`config.mk`:
```
export PLATFORM = sky130hd
export DESIGN_NAME = if_fetch_unit_flat
export DESIGN_NICKNAME = d
export VERILOG_FILES = /design/src/rtl/if_fetch_unit_pkg.sv /design/src/rtl/if_fetch_unit_if.sv /design/src/rtl/if_fetch_unit_fifo.sv /design/src/rtl/if_fetch_unit.sv /design/src/flat_wrapper.sv
export SDC_FILE = /design/constraint.sdc
export NUM_CORES = 1
export LEC_CHECK = 0
export BUFFER_PORTS_ARGS = -buffer_cell sky130_fd_sc_hd__buf_2
export CAP_MARGIN = 20
export CORE_ASPECT_RATIO = 0.5
export CORE_MARGIN = 2
export CORE_UTILIZATION = 45
export DETAILED_ROUTE_END_ITERATION = 12
export PLACE_DENSITY = 0.67
export SLEW_MARGIN = 20
export SYNTH_ARGS = -nofsm -noshare
export SYNTH_HDL_FRONTEND = slang
export SYNTH_SLANG_ARGS = --single-unit
```
`constraint.sdc`:
```
create_clock -name clock -period 5.45 [get_ports clock]
set_input_delay 1.3625 -clock clock [delete_from_list [all_inputs] [get_ports clock]]
set_output_delay 1.3625 -clock clock [all_outputs]
set_load 0.02 [all_outputs]
```
`src/rtl/if_fetch_unit_pkg.sv`:
```
// Shared types and constants for the MIPS instruction-fetch stage.
// Imported by the fetch unit, its queue and its memory interface.
package if_fetch_unit_pkg;

  localparam int PC_W    = 32;
  localparam int INSTR_W = 32;

  localparam logic [PC_W-1:0]    RESET_PC_DEFAULT = 32'h0000_3000;
  localparam int                 DEPTH_DEFAULT    = 2;
  localparam logic [INSTR_W-1:0] NOP_INSTR        = 32'h0000_0000;

  typedef struct packed {
    logic [PC_W-1:0]    pc;
    logic [INSTR_W-1:0] instr;
  } fetch_entry_t;

  // Fetches are word-granular; stray low bits of a target are simply cleared.
  function automatic logic [PC_W-1:0] word_align(input logic [PC_W-1:0] addr);
    return {addr[PC_W-1:2], 2'b00};
  endfunction

endpackage

```
`src/rtl/if_fetch_unit_if.sv`:
```
// Instruction-memory request/response port: req/ready handshake for
// addresses, rvalid strobe for in-order returned words.
interface if_fetch_unit_if;
  import if_fetch_unit_pkg::*;

  logic               imem_req;
  logic [PC_W-1:0]    imem_addr;
  logic               imem_ready;
  logic               imem_rvalid;
  logic [INSTR_W-1:0] imem_rdata;

  modport master (
    output imem_req, imem_addr,
    input  imem_ready, imem_rvalid, imem_rdata
  );

  modport slave (
    input  imem_req, imem_addr,
    output imem_ready, imem_rvalid, imem_rdata
  );

endinterface

```
`src/rtl/if_fetch_unit_fifo.sv`:
```
// Small synchronous FIFO with flush and same-cycle push/pop; head is
// presented combinationally. Used for both the fetch queue and the pc-tag queue.
module if_fetch_unit_fifo #(
  parameter  int DEPTH = 2,
  parameter  int WIDTH = 32,
  localparam int CNT_W = $clog2(DEPTH + 1)
) (
  input  logic             clock,
  input  logic             reset,
  input  logic             flush,
  input  logic             push,
  input  logic [WIDTH-1:0] push_data,
  input  logic             pop,
  output logic [WIDTH-1:0] head_data,
  output logic             full,
  output logic             empty,
  output logic [CNT_W-1:0] count
);

  localparam int PTR_W = (DEPTH > 1) ? $clog2(DEPTH) : 1;

  logic [WIDTH-1:0] mem [DEPTH];
  logic [PTR_W-1:0] rd_ptr, wr_ptr;
  logic             do_push, do_pop;

  function automatic logic [PTR_W-1:0] bump(input logic [PTR_W-1:0] p);
    return (p == PTR_W'(DEPTH - 1)) ? '0 : p + PTR_W'(1);
  endfunction

  assign full      = (count == CNT_W'(DEPTH));
  assign empty     = (count == '0);
  assign head_data = mem[rd_ptr];
  // A full queue may still accept a push when the head leaves in the same cycle.
  assign do_push   = push && (!full || pop);
  assign do_pop    = pop && !empty;

  // NOTE: sequential state uses non-blocking assignments so every register
  // samples pre-edge values regardless of statement order.
  always_ff @(posedge clock) begin
    if (reset || flush) begin
      rd_ptr <= '0;
      wr_ptr <= '0;
      count  <= '0;
    end else begin
      if (do_push) wr_ptr <= bump(wr_ptr);
      if (do_pop)  rd_ptr <= bump(rd_ptr);
      count <= count + CNT_W'(do_push) - CNT_W'(do_pop);
    end
  end

  // NOTE: storage is deliberately not reset; count alone decides what is valid.
  always_ff @(posedge clock) begin
    if (do_push) mem[wr_ptr] <= push_data;
  end

endmodule

```
`src/rtl/if_fetch_unit.sv`:
```
// MIPS IF stage: owns the fetch PC, issues credit-limited word requests,
// queues returned words with their PCs and presents one per cycle to IF/ID.
module if_fetch_unit
  import if_fetch_unit_pkg::*;
#(
  parameter logic [PC_W-1:0] RESET_PC = RESET_PC_DEFAULT,
  parameter int              DEPTH    = DEPTH_DEFAULT
) (
  input  logic               clock,
  input  logic               reset,
  input  logic               stall,
  input  logic               redirect,
  input  logic [PC_W-1:0]    redirect_pc,
  if_fetch_unit_if.master    imem_bus,
  output logic [PC_W-1:0]    IF_pc,
  output logic [INSTR_W-1:0] IF_instruction,
  output logic               IF_valid
);

  localparam int CNT_W = $clog2(DEPTH + 1);

  logic [PC_W-1:0]  fetch_pc;
  logic [CNT_W-1:0] outstanding, outstanding_next, drop_cnt;
  logic [CNT_W-1:0] occupancy, tag_count;
  logic             fetch_full, fetch_empty, fetch_push, pop_head;
  logic             tag_full, tag_empty;
  logic             credit, accept, resp;
  logic [PC_W-1:0]  tag_pc;
  fetch_entry_t     head_entry, push_entry;

  // Queued words plus words in flight never exceed the queue depth.
  assign credit = (int'(occupancy) + int'(outstanding)) < DEPTH;

  assign imem_bus.imem_req  = !reset && !redirect && credit;
  assign imem_bus.imem_addr = fetch_pc;
  assign accept             = imem_bus.imem_req && imem_bus.imem_ready;
  assign resp               = imem_bus.imem_rvalid && !tag_empty;

  assign outstanding_next = outstanding + CNT_W'(accept) - CNT_W'(resp);

  // Words belonging to a squashed fetch stream never reach the queue.
  assign fetch_push = resp && (drop_cnt == '0) && !redirect;
  assign push_entry = '{pc: tag_pc, instr: imem_bus.imem_rdata};
  assign pop_head   = IF_valid && !stall;

  if_fetch_unit_fifo #(.DEPTH(DEPTH), .WIDTH($bits(fetch_entry_t))) u_fetch_queue (
    .clock     (clock),
    .reset     (reset),
    .flush     (redirect),
    .push      (fetch_push),
    .push_data (push_entry),
    .pop       (pop_head),
    .head_data (head_entry),
    .full      (fetch_full),
    .empty     (fetch_empty),
    .count     (occupancy)
  );

  // Tags survive a redirect so late responses still pair with their request.
  if_fetch_unit_fifo #(.DEPTH(DEPTH), .WIDTH(PC_W)) u_tag_queue (
    .clock     (clock),
    .reset     (reset),
    .flush     (1'b0),
    .push      (accept),
    .push_data (fetch_pc),
    .pop       (resp),
    .head_data (tag_pc),
    .full      (tag_full),
    .empty     (tag_empty),
    .count     (tag_count)
  );

  always_ff @(posedge clock) begin
    if (reset) begin
      fetch_pc    <= RESET_PC;
      outstanding <= '0;
      drop_cnt    <= '0;
    end else begin
      outstanding <= outstanding_next;
      if (redirect) begin
        fetch_pc <= word_align(redirect_pc);
        drop_cnt <= outstanding_next;
      end else begin
        if (accept) fetch_pc <= fetch_pc + 32'd4;
        if (resp && (drop_cnt != '0)) drop_cnt <= drop_cnt - CNT_W'(1);
      end
    end
  end

  // NOTE: defaults first so no path through always_comb can infer a latch.
  always_comb begin
    IF_valid       = !fetch_empty;
    IF_pc          = '0;
    IF_instruction = NOP_INSTR;
    if (IF_valid) begin
      IF_pc          = head_entry.pc;
      IF_instruction = head_entry.instr;
    end
  end

  a_no_orphan_rvalid: assert property (@(posedge clock) disable iff (reset)
    imem_bus.imem_rvalid |-> !tag_empty);
  a_fetch_no_overflow: assert property (@(posedge clock) disable iff (reset)
    fetch_push |-> (!fetch_full || pop_head));
  a_tag_no_overflow: assert property (@(posedge clock) disable iff (reset)
    accept |-> !tag_full);
  a_tag_tracks_outstanding: assert property (@(posedge clock) disable iff (reset)
    tag_count == outstanding);

endmodule
```
`src/flat_wrapper.sv`:
```
// flat-port wrapper written by rule: the top's interface ports become plain ports
module if_fetch_unit_flat import if_fetch_unit_pkg::*;
#(
  parameter logic [PC_W-1:0] RESET_PC = RESET_PC_DEFAULT,
  parameter int              DEPTH    = DEPTH_DEFAULT
)
  (clock, reset, stall, redirect, redirect_pc, IF_pc, IF_instruction, IF_valid, imem_bus_imem_req, imem_bus_imem_addr, imem_bus_imem_ready, imem_bus_imem_rvalid, imem_bus_imem_rdata);
  if_fetch_unit_if imem_bus_i ();
  input  logic clock;
  input  logic reset;
  input  logic stall;
  input  logic redirect;
  input  logic [PC_W-1:0] redirect_pc;
  output logic [PC_W-1:0] IF_pc;
  output logic [INSTR_W-1:0] IF_instruction;
  output logic IF_valid;
  output wire logic [$bits(imem_bus_i.imem_req)-1:0] imem_bus_imem_req;
  output wire logic [$bits(imem_bus_i.imem_addr)-1:0] imem_bus_imem_addr;
  input wire logic [$bits(imem_bus_i.imem_ready)-1:0] imem_bus_imem_ready;
  input wire logic [$bits(imem_bus_i.imem_rvalid)-1:0] imem_bus_imem_rvalid;
  input wire logic [$bits(imem_bus_i.imem_rdata)-1:0] imem_bus_imem_rdata;
  assign imem_bus_imem_req = imem_bus_i.imem_req;
  assign imem_bus_imem_addr = imem_bus_i.imem_addr;
  assign imem_bus_i.imem_ready = imem_bus_imem_ready;
  assign imem_bus_i.imem_rvalid = imem_bus_imem_rvalid;
  assign imem_bus_i.imem_rdata = imem_bus_imem_rdata;
  if_fetch_unit #(.RESET_PC(RESET_PC), .DEPTH(DEPTH)) u_core (.clock(clock), .reset(reset), .stall(stall), .redirect(redirect), .redirect_pc(redirect_pc), .imem_bus(imem_bus_i), .IF_pc(IF_pc), .IF_instruction(IF_instruction), .IF_valid(IF_valid));
endmodule
```
# After elaboration in Yosys (flattened, before gate mapping)
# Memory sizes are Yosys's and may differ from the RTL's. A register that Yosys moved wholly into a read port is not among the register bits.
# Cells that the tools add are included.
# totals
regBits	44
mem_bits_rw	192
inputBits	70
output_inout_bits	98
n_memories	2
# classes
n_addsub	13
magnitude_cmp	1
eq_ne	2
n_mux	18
n_reduce_logical	29
# mem_list
memory	words	word_bits	rd	rd_clocked_by_memory_dff	wr	line_no	rtl
u_core.u_fetch_queue.mem	2	64	1	1	1	if_fetch_unit_fifo.sv:22	logic [WIDTH-1:0] mem [DEPTH];
u_core.u_tag_queue.mem	2	32	1	1	1	if_fetch_unit_fifo.sv:22	
# op_table
op	n
32-bit two-way mux	4
32-bit by 3-bit adder with 32-bit output (second input constant)	1
32-bit by 3-bit less-than comparator with 1-bit output (second input constant)	1
1-bit logical AND	12
1-bit two-way mux	12
1-bit zero test	7
2-bit by 1-bit adder with 2-bit output	3
2-bit zero test	3
2-bit nonzero test	3
2-bit by 1-bit subtractor with 2-bit output	3
1-bit adder (second input constant)	4
2-bit == test (second input constant)	2
2-bit two-way mux	2
2-bit by 2-bit adder with 3-bit output	1
1-bit logical OR	3
2-bit OR reduction	1
2-bit by 1-bit subtractor with 2-bit output (second input constant)	1

# Depth between registers and ports, before layout
# logic_depth
word_depth	8
mapped_depth	13
mapped_depth_nobuf	11

# By module
# A second synthesis with hierarchy kept.
# unflattened
cells_unflattened	674
hier_area_um2	10336.2
# modules_own_cells
module	n_inst	cells_per_inst	area_per_inst_um2
if_fetch_unit_fifo at u_core.u_fetch_queue	1	226	5162.5
if_fetch_unit_fifo at u_core.u_tag_queue	1	127	2681.3
if_fetch_unit	1	321	2492.4

# Worst setup path before layout
# OpenSTA, ideal clock, no wires.
# synth_path
path_type	input-to-reg
startpoint	in imem_bus_imem_rvalid
endpoint	mem u_core.u_fetch_queue.mem[0][0] (netlist name) (enable)
setup_time_ns	0.482
arrival_time_ns	4.403
setup_slack_ns	0.565
path_stages	3
path_cell_list	o21a_1 -> nand4_1 -> nor2_1
# synth_between
elab_chain_cells	6
# synth_lines
item	line_no	rtl
from (decl)	flat_wrapper.sv:20	input wire logic [$bits(imem_bus_i.imem_rvalid)-1:0] imem_bus_imem_rvalid;
1-bit logical AND	if_fetch_unit.sv:37	assign resp = imem_bus.imem_rvalid && !tag_empty;
1-bit logical AND (2 in series)	if_fetch_unit.sv:42	assign fetch_push = resp && (drop_cnt == '0) && !redirect;
1-bit logical AND	if_fetch_unit_fifo.sv:34	assign do_push = push && (!full || pop);
1-bit two-way mux	if_fetch_unit_fifo.sv:53	if (do_push) mem[wr_ptr] <= push_data;
1-bit two-way mux (not written as such)	if_fetch_unit_fifo.sv:53	
to (decl)	if_fetch_unit_fifo.sv:22	
# Every way passes these cells.

# Final worst setup path
# layout_path
startpoint	in redirect
endpoint	out imem_bus_imem_req
# layout_between
elab_chain_cells	3
# layout_lines
item	line_no	rtl
from (decl)	flat_wrapper.sv:12	input logic redirect;
1-bit zero test	if_fetch_unit.sv:34	assign imem_bus.imem_req = !reset && !redirect && credit;
1-bit logical AND (2 in series)	if_fetch_unit.sv:34	
to (decl)	flat_wrapper.sv:17	output wire logic [$bits(imem_bus_i.imem_req)-1:0] imem_bus_imem_req;
# Every way passes these cells.

==> results.yml <==
synth:
  netlist_instances: 672
  yosys.area_share.simple_pct: 10.4
  synth_cell_types: 53
  async_reset_ff_share_pct: 0
  muxShareOfSynthArea_pct: 10.3
  synthAdderAreaFrac_pct: 1.28
  netlist_area_um2: 9380
  yosysSeqAreaShare_pct: 68.3
  ys.flop_type: "edfxtp_1"
  ys_ff_latch: 228
  syn_area_per_cell_um2: 14.0
  synth_xor_area_share_pct: 1.03
  synth_top_family_by_area: "simple AND/OR/NAND/NOR gates"
  synth_edf_count: 184
  synth_compound_area_share_pct: 5.86
  ys_warn_count: 0
critical_path:
  crit_arrival_ns: 2.58
  setup.worst_path.start_class: "primary input"
  critPathMaxFanout: 13
  startpoint: "redirect"
  worst-setup-path-type: "in -> out"
  required_ns: 4.09
  slowest_delay_ns: 0.66
  crit_chain: "buf_2 -> or4_1 -> clkinv_4 -> buf_2"
  crit_buf_inv: 3
  cpLargestDelayFamily: "simple AND/OR/NAND/NOR gates"
  endpoint_kind: "output pin"
  worst_path_max_delay_cell: "or4_1"
  crit_top_cell: "buf_2"
  r2r-start: "u_core.u_fetch_queue.count[0]$_SDFF_PP0_"
global_route:
  grt_overflow: 0
  grt_pass1_wl_um: 32000
  grt_usage_pct: 18.4
  first_global_vias: 5982
  grt_start_max_net_pins: 63
  antenna_found_initial: 0
clock_tree:
  clk_pin_slew_ns: 0.06
  cts_made_buffers: 21
  ctsResizeCount: 0
  holdBufCountCts: 0
  post_cts_buffers: 0
  cts_buffer_depth: 3
  cts_tree: "built"
  cts_max_level: 1
  clock_latency_ns: 0.49
  clock-sinks: 228
  root_buffer: "clkbuf_16"
routing:
  vias: 6060
  first_pass_iters: 4
  post-route-drc-count: 0
  detail_route.wl_per_cell_um: 18.3
  vias_per_cell: 5.39
  drtAntennaViolNets: 0
  wl_um: 20600
  drtIter0Drc: 411
layout:
  layout_commonest_cell: "edfxtp_1"
  postLayoutCellArea_um2: 11200
  num-nets-final: 916
  drive_gt1_share_pct: 29.0
  layout_common_cells: "184 x edfxtp_1, 161 x buf_2, 76 x nor2_1"
  antenna_cells: 0
  syn_to_final_growth_pct: 19.3
sta:
  skew_ns: 0.0124
  worstMarginPinSlew_ns: 1.07
  maxSlewViolCount: 0
  relSlewSlack_pct: 28.2
  final.setup.worst_slack_ns: 1.50
  post-route-period-util_pct: 72.4
  hold_viol: 0
  fmax_mhz: 253
  period_minus_slack_ns: 3.95
  grt_setup_unrepaired: "no"
  setup_viol: 0
  tns_ns: 0
  holdWs_ns: 0.520
placed_design:
  portBuffers: 161
  post_dp_cell_area_um2: 10500
  gp_congestion: 0.824
  pre_cts_ws_ns: 1.46
  dp_hpwl_um: 13400
floorplan:
  io_pins: 168
  die_area_um2: 22100
  die_x_um: 208
  die_y_um: 106
  core_um2: 20500
  rows: 37
  initial_core_util_pct: 45.7
hold_path:
  hp-start: "u_core.u_tag_queue.rd_ptr$_SDFFE_PP0P_"
  min_path_type: "reg -> reg"
power:
  combPwrFrac_pct: 12.7
  seqPwrFrac_pct: 52.0
  switching_share_pct: 24.1
  power_density_nw_per_um2: 357
  p_int_w: 0.00303
  switchingPower_w: 0.000961
  irDropWorstVdd_v: 0.000174
  pwr-share-clk_pct: 35.2
  leakage_nw: 3.99
  finalPower_w: 0.00399
flow_run:
  cap_violations: 0
run_status:
  status: "complete, no violations"
## routing by layer
metal | global-route usage [%] | wire [µm] | up-vias
met4 | 5.09 | 477 | 0
met3 | 3.10 | 1020 | 35
li1 | - | - | 2885
met2 | 30.5 | 9610 | 170
met1 | 25.3 | 9470 | 2970
met5 | 0 | 0 | -
## final cells by class
class / instances / area [µm²]
fillers: 1718 / 9320
flip-flops and latches: 228 / 6410
multi-input cells: 388 / 2750
repair buffers: 177 / 946
clock buffers: 24 / 547
well taps: 273 / 342
clock inverters: 13 / 110
inverters: 21 / 83.8
## worst register-to-register path, cell delays in order, from the launching register on
cell and delay, ns:
dfxtp_1 0.43, and2_1 0.18, fa_1 0.41, or4_1 0.70
clkinv_4 0.18, o311ai_0 0.14, buf_4 0.19, ha_1 0.27
inv_1 0.04, ha_1 0.18, xnor2_1 0.18, xnor2_1 0.14
nor2_1 0.06
## sequential cells by signal, summed over array words and instances (netlist names), named ones only
name and cells:
u_core.drop_cnt 2, u_core.imem_bus.imem_addr 30, u_core.u_tag_queue.mem 60, u_core.u_fetch_queue.rd_ptr 1, u_core.u_tag_queue.count 2, u_core.u_fetch_queue.wr_ptr 1
u_core.u_fetch_queue.count 2, u_core.u_tag_queue.rd_ptr 1, u_core.u_tag_queue.wr_ptr 1, u_core.u_fetch_queue.mem 124, u_core.outstanding 2
## cell families after synthesis
family | count (synthesis)
buffers and inverters | 59
AOI/OAI and AO/OA | 76
xor gates and xnor gates | 11
adders and majority gates | 9
DFF | 228
other | 1
and+or+nand+nor | 195
muxes | 93
## synth_stat cells (all sizes together) (2+ instances only)
library cell | n | area, µm²
xnor2 | 10 | 87.6
or4 | 16 | 120
mux2 | 30 | 338
clkbuf | 24 | 90.1
o311ai | 10 | 87.6
a31oi | 18 | 113
ha | 8 | 100
and4 | 2 | 17.5
o41ai | 2 | 17.5
nand4 | 13 | 87.6
nor4 | 2 | 12.5
nand3 | 12 | 72.6
inv | 19 | 71.3
a311oi | 3 | 26.3
or3b | 2 | 17.5
o211ai | 16 | 120
and2 | 5 | 31.3
or3 | 9 | 56.3
nor2 | 81 | 304
nand3b | 3 | 22.5
dfxtp | 44 | 881
clkinv | 2 | 12.5
a211oi | 2 | 15.0
edfxtp | 184 | 5530
and3 | 3 | 18.8
mux2i | 63 | 631
nor2b | 4 | 25.0
nor3 | 8 | 40.0
o21ai | 5 | 25.0
o31a | 4 | 35.0
a21oi | 8 | 40.0
buf | 14 | 87.6
nand2 | 33 | 126
## metrics by stage
step / util [%] / instances
final: 54.5 / 1124
after global placement: 51.2 / 1086
after floorplan: - / 675
after detailed placement: 51.2 / 1086
after CTS: 54.4 / 1123
after global routing: 54.5 / 1124
## path summary, 6_finish.rpt
kind / cells past startpoint / slack, ns / end
worst max register to register: 12 / 2.21 / u_core.u_tag_queue.count[1]$_SDFF_PP0_
worst min register to register: 2 / 0.52 / flop
worst max-delay path: 4 / 1.50 / imem_bus_imem_req
worst min-delay path: 2 / 0.52 / flop
## power groups by stage
stage | clock (W) | sequential (W) | combinational [W]
6_report | 0.00141 | 0.00208 | 0.000509
5_1_grt | 0.00150 | 0.00209 | 0.000560
4_1_cts | 0.00144 | 0.00208 | 0.000513
3_5_place_dp | 0 | 0.00212 | 0.000509
3_3_place_gp | 0 | 0.00211 | 0.000494
2_1_floorplan | 0 | 0.00212 | 0.000330
No activity file was read; power rests on OpenSTA's default activity.
